===== src/rtl/rxstream_arbiter.sv =====
// rxstream_arbiter: round-robin merge of N_SRC 32-bit valid/ready streams
// into the single rx stream input of the wishbone rx FIFO bridge.
// Each grant costs one arbitration cycle and lasts at most BURST_MAX words.
// Optional build macro: RXARB_HEADER_EN adds a header word
// {8'hA5, src[3:0], 4'h0, seq[15:0]} in front of every burst.
module rxstream_arbiter #(
  parameter int N_SRC     = 4,
  parameter int BURST_MAX = 8
) (
  input  logic                  i_clk,
  input  logic                  i_rst,
  input  logic [N_SRC-1:0]      i_src_en,
  input  logic [N_SRC-1:0]      i_src_valid,
  output logic [N_SRC-1:0]      o_src_ready,
  input  logic [N_SRC*32-1:0]   i_src_data,
  output logic                  o_valid,
  input  logic                  i_ready,
  output logic [31:0]           o_data,
  output logic [N_SRC-1:0]      o_grant,
  output logic                  o_active
);

  localparam int DATA_W = 32;
  localparam int PTR_W  = (N_SRC > 1) ? $clog2(N_SRC) : 1;
  localparam int CNT_W  = $clog2(BURST_MAX + 1);
  localparam logic [CNT_W-1:0] CNT_LAST = CNT_W'(BURST_MAX - 1);
  localparam logic [N_SRC-1:0] ONE_HOT0 = {{(N_SRC-1){1'b0}}, 1'b1};

`ifdef RXARB_HEADER_EN
  typedef enum logic [1:0] {S_IDLE = 2'd0, S_HDR = 2'd1, S_XFER = 2'd2} state_t;
`else
  typedef enum logic [1:0] {S_IDLE = 2'd0, S_XFER = 2'd2} state_t;
`endif

  state_t             state_q, state_d;
  logic [N_SRC-1:0]   grant_q, grant_d;
  logic [PTR_W-1:0]   ptr_q, ptr_d;
  logic [CNT_W-1:0]   cnt_q, cnt_d;
`ifdef RXARB_HEADER_EN
  logic [15:0]        seq_q, seq_d;
`endif

  logic [DATA_W-1:0]  src_data [N_SRC];
  logic [N_SRC-1:0]   req;
  logic               arb_hit;
  logic [PTR_W-1:0]   arb_idx;
  logic [PTR_W-1:0]   arb_cand;
  logic               g_vld;
  logic               g_en;

  // Unpack the flat source data bus into one word per source
  for (genvar k = 0; k < N_SRC; k++) begin : g_unpack
    assign src_data[k] = i_src_data[DATA_W*k +: DATA_W];
  end

  // Round-robin search: first requester above the last-grant pointer, wrapping
  always_comb begin
    req      = i_src_valid & i_src_en;
    arb_hit  = 1'b0;
    arb_idx  = ptr_q;
    arb_cand = ptr_q;
    for (int i = 1; i <= N_SRC; i++) begin
      arb_cand = PTR_W'((int'(ptr_q) + i) % N_SRC);
      if (!arb_hit && req[arb_cand]) begin
        arb_hit = 1'b1;
        arb_idx = arb_cand;
      end
    end
  end

  // Next-state and stream outputs; the granted source is the pointer index
  always_comb begin
    state_d     = state_q;
    grant_d     = grant_q;
    ptr_d       = ptr_q;
    cnt_d       = cnt_q;
`ifdef RXARB_HEADER_EN
    seq_d       = seq_q;
`endif
    o_valid     = 1'b0;
    o_data      = '0;
    o_src_ready = '0;
    g_vld       = i_src_valid[ptr_q];
    g_en        = i_src_en[ptr_q];

    case (state_q)
      S_IDLE: begin
        if (arb_hit) begin
          grant_d = ONE_HOT0 << arb_idx;
          ptr_d   = arb_idx;
`ifdef RXARB_HEADER_EN
          state_d = S_HDR;
`else
          state_d = S_XFER;
`endif
        end
      end
`ifdef RXARB_HEADER_EN
      S_HDR: begin
        o_valid = 1'b1;
        o_data  = {8'hA5, 4'(ptr_q), 4'h0, seq_q};
        if (i_ready) begin
          seq_d   = seq_q + 16'd1;
          state_d = S_XFER;
        end
      end
`endif
      S_XFER: begin
        o_valid     = g_vld & g_en;
        o_data      = src_data[ptr_q];
        o_src_ready = grant_q & {N_SRC{i_ready & g_en}};
        if (!g_vld || !g_en) begin
          // Source gap or disable ends the burst without a transfer
          state_d = S_IDLE;
          cnt_d   = '0;
          grant_d = '0;
        end else if (i_ready) begin
          if (cnt_q == CNT_LAST) begin
            state_d = S_IDLE;
            cnt_d   = '0;
            grant_d = '0;
          end else begin
            cnt_d = cnt_q + 1'b1;
          end
        end
      end
      default: begin
        state_d = S_IDLE;
        cnt_d   = '0;
        grant_d = '0;
      end
    endcase
  end

  assign o_grant  = grant_q;
  assign o_active = (state_q != S_IDLE);

  // State register; pointer resets to the top so source 0 wins first
  always_ff @(posedge i_clk) begin
    if (i_rst) begin
      state_q <= S_IDLE;
      grant_q <= '0;
      ptr_q   <= PTR_W'(N_SRC - 1);
      cnt_q   <= '0;
`ifdef RXARB_HEADER_EN
      seq_q   <= '0;
`endif
    end else begin
      state_q <= state_d;
      grant_q <= grant_d;
      ptr_q   <= ptr_d;
      cnt_q   <= cnt_d;
`ifdef RXARB_HEADER_EN
      seq_q   <= seq_d;
`endif
    end
  end

endmodule


===== config.mk =====
export PLATFORM = sky130hd
export DESIGN_NAME = rxstream_arbiter
export DESIGN_NICKNAME = d
export VERILOG_FILES = /design/src/rtl/rxstream_arbiter.sv
export SDC_FILE = /design/constraint.sdc
export NUM_CORES = 1
export LEC_CHECK = 0
export ABC_CLOCK_PERIOD_IN_PS = 2200
export CORE_AREA = 2 2 81 90
export CTS_BUF_LIST = sky130_fd_sc_hd__clkbuf_4 sky130_fd_sc_hd__clkbuf_8
export DETAILED_ROUTE_END_ITERATION = 10
export DIE_AREA = 0 0 83 92
export PLACE_DENSITY = 0.87
export SLEW_MARGIN = 30
export SYNTH_ARGS = -nofsm -noshare
export SYNTH_HDL_FRONTEND = slang
export SYNTH_SLANG_ARGS = --single-unit

===== constraint.sdc =====
create_clock -name i_clk -period 2.2 [get_ports i_clk]
set_clock_uncertainty 0.1 [all_clocks]
set_input_delay 0.44 -clock i_clk [delete_from_list [all_inputs] [get_ports i_clk]]
set_output_delay 0.44 -clock i_clk [all_outputs]
set_load 0.1 [all_outputs]

== Yosys cells after proc, flatten, opt, wreduce, memory -nomap -nowiden ==
Cells that the tools add are included.

* Register bits after elaboration: 12
* Latch bits: 0
* RAM bits: 0
* Memory bits (read-only): 0
* Output and inout port bits: 42
* Logic and storage cells: 81
* Memories: 0

* $add $sub $neg: 5
* $mul: 0
* Div/mod/pow operators: 0
* Magnitude comparators: 6
* Equal/unequal tests: 5
* Shift operators: 1
* Mux-type cells: 40
* Bitwise operators: 6
* Reductions and logical operators: 14

{| class="wikitable"
|+ Operator list
! cell !! count
|-
| 32-bit two-way mux || 3
|-
| 32-bit binary-select mux with 2-bit select || 1
|-
| 4-bit two-way mux || 8
|-
| 2-bit two-way mux || 8
|-
| 4-bit one-hot mux with 2 select lines || 2
|-
| 2-bit by 3-bit < comparator with 1-bit output (second input constant) || 5
|-
| 1-bit binary-select mux with 2-bit select || 6
|-
| 1-bit two-way mux || 11
|-
| 4-bit AND || 2
|-
| 3-bit != test (second input constant) || 2
|-
| 1-bit zero test || 5
|-
| 2-bit by 1-bit adder with 2-bit output (second input constant) || 2
|-
| 2-bit adder (second input constant) || 2
|-
| 4-bit by 1-bit adder with 4-bit output (second input constant) || 1
|-
| 4-bit by 3-bit == test with 1-bit output (second input constant) || 1
|-
| 2-bit one-hot mux with 2 select lines || 1
|-
| 2-bit AND reduction || 2
|-
| 1-bit by 2-bit << shifter with 4-bit output (first input constant) || 1
|-
| 3-bit greater-or-equal comparator (second input constant) || 1
|-
| 1-bit logical AND || 3
|-
| 2-bit NOT with 3-bit output || 1
|-
| 3-bit AND reduction || 1
|-
| 1-bit AND || 2
|-
| 2-bit == test (second input constant) || 1
|-
| 5 further kinds || 5
|}

== Longest topological paths before layout ==
Gate-level depths: netlist of run 1.

* Depth after elaboration: 16
* Gate-level depth with buffers: 8

== Least setup slack after synthesis of run 1 ==
No wires, ideal clock.

* Path kind: flip-flop to output port
* Start: register state_q[1]
* End: output port o_data[10]
* Arrival: 2313 ps
* Required time: 1660 ps
* Setup slack: -653 ps
* Cell stages (with the launch flop): 4
* Buffers on the path: 2
* Cells stage by stage: dfxtp_1 -> clkbuf_1 -> clkbuf_1 -> and2_1

* Cells in the longest elaborated chain, start to end: 2

{| class="wikitable"
|+ Ends and longest elaborated chain
! what !! RTL line !! text
|-
| start, declared || 35 || <nowiki>state_t state_q, state_d;</nowiki>
|-
| start signal, assigned || 149 || <nowiki>state_q <= state_d;</nowiki>
|-
| 2-bit == test || 86 || <nowiki>case (state_q)</nowiki>
|-
| 32-bit two-way mux || 86 ||
|-
| end, declared || 18 || <nowiki>output logic [31:0] o_data,</nowiki>
|}

Every way passes these cells.

== Worst setup path in the final report of run 1 ==
* Start: register ptr_q[0]
* End: output port o_src_ready[3]

* Cells in the longest elaborated chain, start to end: 5

{| class="wikitable"
|+ Ends and longest elaborated chain
! what !! RTL line !! text
|-
| start, declared || 37 || <nowiki>logic [PTR_W-1:0] ptr_q, ptr_d;</nowiki>
|-
| start signal, assigned || 143 || <nowiki>ptr_q <= PTR_W'(N_SRC - 1);</nowiki>
|-
| start signal, assigned || 151 || <nowiki>ptr_q <= ptr_d;</nowiki>
|-
| 1-bit binary-select mux with 2-bit select || 84 || <nowiki>g_en = i_src_en[ptr_q];</nowiki>
|-
| 1-bit two-way mux (not written as such) || 84 ||
|-
| 1-bit AND || 111 || <nowiki>o_src_ready = grant_q & {N_SRC{i_ready & g_en}};</nowiki>
|-
| 4-bit AND || 111 ||
|-
| 4-bit two-way mux || 86 ||
|-
| end, declared || 14 || <nowiki>output logic [N_SRC-1:0] o_src_ready,</nowiki>
|}

Every way passes these cells. The select of a mux whose other input is x is not followed.

==> results of run 1 <==
## cell usage after synthesis (2+ instances only)
master / number
nand3_1: 5
a21oi_1: 6
nand2_1: 6
inv_1: 3
o211ai_1: 5
nor2_1: 3
dfxtp_1: 11
buf_2: 4
nand4_1: 2
and2_1: 42
a32o_1: 2
mux4_2: 35
and3_1: 3
o31ai_1: 2
o21ai_0: 5
buf_6: 2
clkbuf_1: 8
nand3b_1: 2
## power breakdown
group          leakage [nW]  switching (mW)  total, mW  internal (mW)
logic                  1.70            2.87       5.16           2.29
registers            0.0897           0.116      0.379          0.263
clock network        0.0255          0.0882      0.213          0.125
## through the flow
stage / hold slack (ns) / total power [mW] / utilization [%]
2_1_floorplan: 0.359 / 3.55 / -
3_3_place_gp: 0.371 / 5.18 / 61.7
3_5_place_dp: 0.407 / 5.25 / 61.7
4_1_cts: 0.401 / 5.74 / 64.6
5_1_grt: 0.434 / 5.97 / 65.1
6_report: 0.408 / 5.75 / 65.1
## layout make-up
cell class                 instances  area [sq um]
clock buffer                       3          41.3
clock inverter                     1          5.00
fill                             504          2390
inverter                           3          11.3
multi-input combinational        137          1580
sequential                        11           226
tap                               85           106
timing repair buffer             211          2490
## final timing paths
check / depth (start not counted) / startpoint / endpoint
hold reg to reg: 2 / cnt_q[3] / cnt_q[3]
hold / removal: 2 / cnt_q[3] / cnt_q[3]
setup reg to reg: 8 / ptr_q[0] / o_grant[0]
setup / recovery: 4 / ptr_q[0] / o_src_ready[3]
## flip-flops by register name, summed over array words and instances, names as in the netlist
register,cells
state_q,1
o_grant,4
ptr_q,2
cnt_q,4
## logic make-up (layout without fill, tap and decap cells)
kind of cell | after synthesis | count (layout) | share of synthesized area (%)
mux | 35 | 35 | 44.7
xor+xnor | 1 | 1 | 0.497
compound gates | 29 | 29 | 12.3
flops | 11 | 11 | 12.5
fa+ha+maj | 1 | 1 | 0.710
buf+inv | 18 | 218 | 4.97
simple gates | 71 | 71 | 24.3
## routing by layer
metal	share of wire, %	GRT usage, %	up-vias	wire (microns)
li1	-	-	1066	-
met1	38	25.1	1119	3160
met2	53	40.5	129	4480
met3	6.6	5.49	20	559
met4	2.6	6.97	0	218
met5	0	0	-	0
## what timing repair did
| item | 4_1_cts | 5_1_grt |
|---|---|---|
| pin swaps | 10 | 4 |
| setup endpoints to repair | 45 | 47 |
| buffers inserted | 8 | 5 |
| resized for setup | 26 | 13 |
| cloned | 2 | 1 |
## critical path: stages, from the launching register on
cell and delay [ns]:
dfxtp_4 0.40, mux4_2 0.57, and3_4 0.22, and2_4 0.16
buf_12 0.16
==> impl_metrics.ini, run 1 <==
[floorplanning]
die_area_sq_um = 7640
core_sq_um = 6850
placementRows = 32
io_pins = 181
die_y_microns = 92
initial_core_util_pct = 25.7
fp.dieW_microns = 83

[clocking]
h-tree-depth = 1
numCtsBuffers = 3
clkLatencyLatePin_ns = 0.25
cts_sinks = 11
path_clk_slew_ns = 0.06
clock_path_buffers = 2
cts_root_buffer = clkbuf_8
cts_tree = yes
cts_hold_buf = 0

[synth]
synth_top_cell_by_area = mux4_2
yosysSeqAreaShare_pct = 12.5
async_reset_ff_share_pct = 0
synth.avg_cell_area_sq_um = 10.6
synth_flop_cell = dfxtp_1
synth_edf_count = 0
synthCells = 166
synth_top_area_share_pct = 44.7
synth_area_leaders = mux4_2 (45%), and2_1 (15%), dfxtp_1 (12%), o211ai_1 (2.1%), a21oi_1 (1.7%)
yosysWarnings = 0
ys_seq_elements = 11
syn-num-nets = 306
syn-cell-area_sq_um = 1760
synth_cell_types = 38

[critical_path]
cp.required_ns = 1.66
cp-start-kind = flip-flop
r2r_slack_ns = 0.01
cp_max_fo = 7
critPathKind = flip-flop to output port
cp-end-kind = output port
crit_arrival_ns = 1.76

[timing]
finalMaxSlewViolations = 0
post-route-period-util_pct = 105
hold_viol = 0
post-route-min-period_ns = 2.30
slew_headroom_pct = 70.2
worstMarginPinSlew_ns = 0.441
max_freq_mhz = 434
rsz0062_at_grt = true
setup_ws_ns = -0.103
setup_viol = 37
finalSetupTns_ns = -1.96

[placed_design]
dp_cells = 434
gp_congestion = 0.910
dp_hpwl_microns = 6870
dp_worst_setup_slack_ns = -0.377
place_area_sq_um = 4220
io_buffer_count = 180

[layout]
final_cell_mix = clkdlybuf4s50_1 (127), buf_12 (42), and2_4 (37), mux4_2 (35), buf_4 (27)
final_nets = 507
num_antenna_cells = 0
final_common_cell = clkdlybuf4s50_1
drive_gt1_share_pct = 44.0
area_growth_pct = 153
final_cell_area_sq_um = 4460
fin_cells = 451

[grt]
track_usage_pct = 22.1
grt_max_degree = 23
grt_pass1_vias = 2508
grt.overflow.total = 0
grt_pass1_wl_microns = 13400
grt_antenna_before_repair = 0

[pwr]
power_density_nw_per_um2 = 1290
p_leak_nw = 1.81
ir_drop_mv = 0.969

[flow_run]
cap_violations = 0

[status]
violations = setup timing
status = complete, but fails checks

[routing]
drc_errors = 0
drtIter0Drc = 66
wl_per_cell_microns = 18.7
drt_pass1_iterations = 4
drt-total-wl_microns = 8420
vias = 2334
ant_nets = 0
viasPerCell = 5.18

[worst_hold_path]
worst_hold_path_type = flip-flop to flip-flop
(Power assumes the default switching activity.)
==> run 2: changes to the inputs <==
SKIP_CTS_REPAIR_TIMING = 1   (was default)
==> run 2 against run 1 <==
  * The run still ends with setup timing left
  * Clock power about the same
  * Via count increased by 0.17%
  * Power decreased by 0.50%
  * Wire length is 0.56% lower
  * Sequential power about the same
  * Design area is essentially flat
  * Critical path depth stayed put
  * Count of clock-buffer cells in the layout stayed put
  * Largest cell class unchanged
  * Sequential share of layout area about the same
  * Final cell count decreased by 0.67%
  * Core utilization about the same
  * First-iteration DRC count increased by 1.5%
==> impl_metrics.ini, run 2 (synthesis gave the netlist of run 1 again) <==
[critical_path]
cp.required_ns = 1.66
crit_path_cell_trace = mux4_2 -> and3_4 -> and2_4 -> buf_12
timing.rr.start = ptr_q[0]
r2r_slack_ns = 0
cp_top_family = multiplexers
path_depth = 4
critPathKind = flip-flop to output port
reg2reg_to = o_grant[0]
cpPeakStageDelay_ns = 0.57
path_buf_inv = 1
cp-start-kind = flip-flop
cp_slowest_cell = mux4_2
critPathCapture = o_src_ready[3]
crit_arrival_ns = 1.78
cp_max_fo = 5
reg2reg_depth = 8
cp-end-kind = output port
crit_path_start = ptr_q[0]

[timing]
worstMarginPinSlew_ns = 0.431
setup_viol = 37
post-route-period-util_pct = 105
slew_headroom_pct = 71.3
rsz0062_at_grt = true
max_freq_mhz = 431
post-route-min-period_ns = 2.32
hold_viol = 0
finalMaxSlewViolations = 0
finalSetupTns_ns = -2.26
setup_ws_ns = -0.120

[worst_hold_path]
worst_hold_path_type = flip-flop to flip-flop

[pwr]
p_switching_mw = 3.05
p_leak_nw = 1.83
p_int_mw = 2.67
pwr-share-clk_pct = 3.7
pwr-share-seq_pct = 6.6
ir_drop_mv = 0.968
comb_power_share_pct = 89.7
switching_share_pct = 53.3
total_power_mw = 5.72
power_density_nw_per_um2 = 1280

[routing]
drc_errors = 0
drt_pass1_iterations = 4
wl_per_cell_microns = 18.7
drt-total-wl_microns = 8370
ant_nets = 0
drtIter0Drc = 67
viasPerCell = 5.22
vias = 2338

[grt]
track_usage_pct = 20.9
grt_antenna_before_repair = 0
grt_pass1_vias = 2438
grt_max_degree = 24
grt_pass1_wl_microns = 12700
grt.overflow.total = 0

[placed_design]
gp_congestion = 0.910
dp_hpwl_microns = 6870
io_buffer_count = 180

[clocking]
cts_tree = yes
h-tree-depth = 1
path_clk_slew_ns = 0.06
cts_sinks = 11
numCtsBuffers = 3
cts_root_buffer = clkbuf_8
clkLatencyLatePin_ns = 0.25
clock_path_buffers = 2

[layout]
final_common_cell = clkdlybuf4s50_1
drive_gt1_share_pct = 43.3
num_antenna_cells = 0
final_nets = 504
final_cell_mix = clkdlybuf4s50_1 (130), buf_12 (43), and2_4 (37), mux4_2 (35), buf_4 (24)
area_growth_pct = 153

[floorplanning]
die_area_sq_um = 7640
die_y_microns = 92
core_sq_um = 6850
fp.dieW_microns = 83
io_pins = 181
initial_core_util_pct = 25.7
placementRows = 32

[flow_run]
cap_violations = 0

[status]
violations = setup timing
status = complete, but fails checks
[run 2: cell types whose count changed in the layout (fill, tap and decap cells not counted)]
cell / delta
dlygate4sd2_1: -7
dlymetal6s2s_1: +4
buf_4: -3
clkdlybuf4s50_1: +3
buf_12: +1
buf_6: -1
buf_8: -1
clkbuf_16: +1
o211ai_2: +1
o211ai_4: -1
o21ai_0: +1
o21ai_1: -1
o31ai_1: +1
o31ai_2: -1
[run 2: worst min path at each step]
stage / depth (start not counted) / end / startpoint
after floorplan: 2 / cnt_q[3] / cnt_q[3]
after global routing: 2 / cnt_q[3] / cnt_q[3]
after detailed placement: 2 / cnt_q[3] / cnt_q[3]
after CTS: 2 / cnt_q[3] / cnt_q[3]
final: 2 / cnt_q[3] / cnt_q[3]
after global placement: 2 / cnt_q[3] / cnt_q[3]
[run 2: metal layers]
metal | GRT usage, % | vias up | share of wire, %
li1 | - | 1058 | -
met1 | 23.7 | 1104 | 37
met2 | 37.4 | 150 | 52
met3 | 5.58 | 26 | 7.5
met4 | 7.65 | 0 | 3.8
met5 | 0 | - | 0
[run 2: worst register-to-register path: cells and delay by family (launching register included)]
kind | cells | cell delay (ns)
DFF | 1 | 0.40
buffers and inverters | 4 | 0.55
muxes | 1 | 0.53
AOI/OAI and AO/OA | 3 | 0.51
[run 2: layout make-up]
type / count / area [sq um]
Clock inverter: 1 / 5.00
Inverter: 3 / 11.3
Multi-Input combinational cell: 137 / 1570
Clock buffer: 3 / 41.3
Fill cell: 499 / 2380
Sequential cell: 11 / 226
Timing Repair Buffer: 208 / 2500
Tap cell: 85 / 106
[run 2: power groups by stage]
stage          combinational, mW  sequential, mW  clock [mW]
2_1_floorplan               3.01           0.539           0
6_report                    5.14           0.377       0.211
3_5_place_dp                4.87           0.376           0
3_3_place_gp                4.80           0.375           0
4_1_cts                     4.88           0.372       0.217
5_1_grt                     5.33           0.390       0.225
[run 2: stage by stage]
step / cells / setup WS (ns) / hold slack (ns) / cell area, sq um / utilization [%]
floorplan: 166 / -0.124 / 0.359 / 1850 / -
global placement: 434 / -0.347 / 0.371 / 4220 / 61.7
detailed placement: 434 / -0.377 / 0.407 / 4220 / 61.7
CTS: 438 / -0.373 / 0.415 / 4270 / 62.3
global route: 448 / -0.154 / 0.438 / 4460 / 65.2
finish: 448 / -0.120 / 0.410 / 4460 / 65.2
==> run 3: changes to the inputs <==
GPL_TIMING_DRIVEN = 0   (was default)
==> run 3 against run 2 <==
  * The run still ends with setup timing left
  * Clock power hardly changed
  * Sequential share of layout area down 0.081 points
  * Combinational power increased by 2%
  * Critical path depth up 2
  * Register-to-register slack improved by 0.04 ns
==> impl_metrics.ini, run 3 (synthesis gave the netlist of run 1 again) <==
[placed_design]
dp_hpwl_microns = 6550
gp_congestion = 0.851
dp_worst_setup_slack_ns = -1.27
io_buffer_count = 179

[grt]
grt_antenna_before_repair = 0
gr-usage-met2_pct = 36.4
grt_pass1_vias = 2416
grt_max_degree = 11
top_usage_layer = met2
grt_util_met1_pct = 20.8
grt_pass1_wl_microns = 11800
gr-usage-met3_pct = 4.77
track_usage_pct = 19.1
grt.overflow.total = 0

[layout]
num_antenna_cells = 0
area_growth_pct = 154
drive_gt1_share_pct = 40.9
final_cell_mix = clkdlybuf4s50_1 (125), buf_12 (41), and2_4 (37), mux4_2 (35), dlymetal6s2s_1 (17)
final_common_cell = clkdlybuf4s50_1
final_nets = 503

[clocking]
clkLatencyLatePin_ns = 0.23
cts_root_buffer = clkbuf_8
cts_sinks = 11
numCtsBuffers = 3
cts_tree = yes
h-tree-depth = 1
clock_path_buffers = 2
path_clk_slew_ns = 0.05

[pwr]
ir_drop_mv = 1.01
p_leak_nw = 1.94
total_power_mw = 5.75
power_density_nw_per_um2 = 1280

[timing]
hold_viol = 0
holdWs_ns = 0.406
slew_headroom_pct = 34.7
worstMarginPinSlew_ns = 0.978
finalSetupTns_ns = -4.64
post-route-period-util_pct = 108
setup_viol = 37
setup_ws_ns = -0.179
max_freq_mhz = 420
rsz0062_at_grt = true
post-route-min-period_ns = 2.38
finalMaxSlewViolations = 0

[routing]
drtIter0Drc = 64
ant_nets = 0
drc_errors = 0
drt_pass1_iterations = 4
drt-total-wl_microns = 8570
wl_per_cell_microns = 19.2
viasPerCell = 5.26
vias = 2351

[floorplanning]
placementRows = 32
initial_core_util_pct = 25.7
fp.dieW_microns = 83
core_sq_um = 6850
die_y_microns = 92
io_pins = 181
die_area_sq_um = 7640

[worst_hold_path]
hold_start = cnt_q[3]
worst_hold_path_type = flip-flop to flip-flop

[critical_path]
cp-start-kind = flip-flop
crit_path_cell_trace = buf_6 -> buf_12 -> clkbuf_16 -> mux4_2 -> and2_4 -> buf_12
cp.required_ns = 1.66
cp_top_family = buffers and inverters
timing.rr.start = ptr_q[0]
critPathKind = flip-flop to output port
path_buf_inv = 4
cp_max_fo = 7
cp_slowest_cell = mux4_2
crit_arrival_ns = 1.84
cp-end-kind = output port
cpPeakStageDelay_ns = 0.51
crit_path_start = ptr_q[0]
cpMostUsedCell = buf_12

[status]
violations = setup timing
status = complete, but fails checks

[flow_run]
cap_violations = 0
run 3: metrics by stage:
| stage | utilization (%) | area [sq um] | std cells |
|---|---|---|---|
| final | 65.5 | 4480 | 447 |
| after global routing | 65.5 | 4480 | 447 |
| after CTS | 55.5 | 3800 | 434 |
| after detailed placement | 54.8 | 3750 | 430 |
| after global placement | 54.8 | 3750 | 430 |
| after floorplan | - | 1850 | 166 |
run 3: layer usage:
layer / part of all wire [%] / up-vias / routed length, microns
li1: - / 1054 / -
met4: 2.7 / 0 / 235
met3: 7.4 / 20 / 631
met1: 35 / 1141 / 3030
met2: 55 / 136 / 4670
met5: 0 / - / 0
run 3: final timing paths:
path / to / slack [ns] / cells after the start
hold reg to reg: cnt_q[3] / 0.41 / 2
hold / removal: cnt_q[3] / 0.41 / 2
setup reg to reg: o_grant[3] / 0.04 / 8
setup / recovery: o_data[25] / -0.18 / 6
run 3: layout make-up:
cell class | instances | area (sq um)
inverters | 3 | 11.3
fillers | 503 | 2360
repair buffers | 192 | 2380
well taps | 85 | 106
flip-flops and latches | 11 | 224
multi-input cells | 137 | 1560
plain buffers | 15 | 159
clock buffers | 4 | 48.8
run 3: worst min-delay path: cells and delay by family, from the launching register on:
| family | cells | cell delay (ns) |
|---|---|---|
| compound gates | 2 | 0.15 |
| flops | 1 | 0.31 |
run 3: power breakdown:
part | leakage [nW] | internal [mW] | switching, mW
combinational | 1.82 | 2.32 | 2.90
sequential | 0.0893 | 0.261 | 0.0604
clock | 0.0262 | 0.139 | 0.0703
total | 1.94 | 2.72 | 3.04
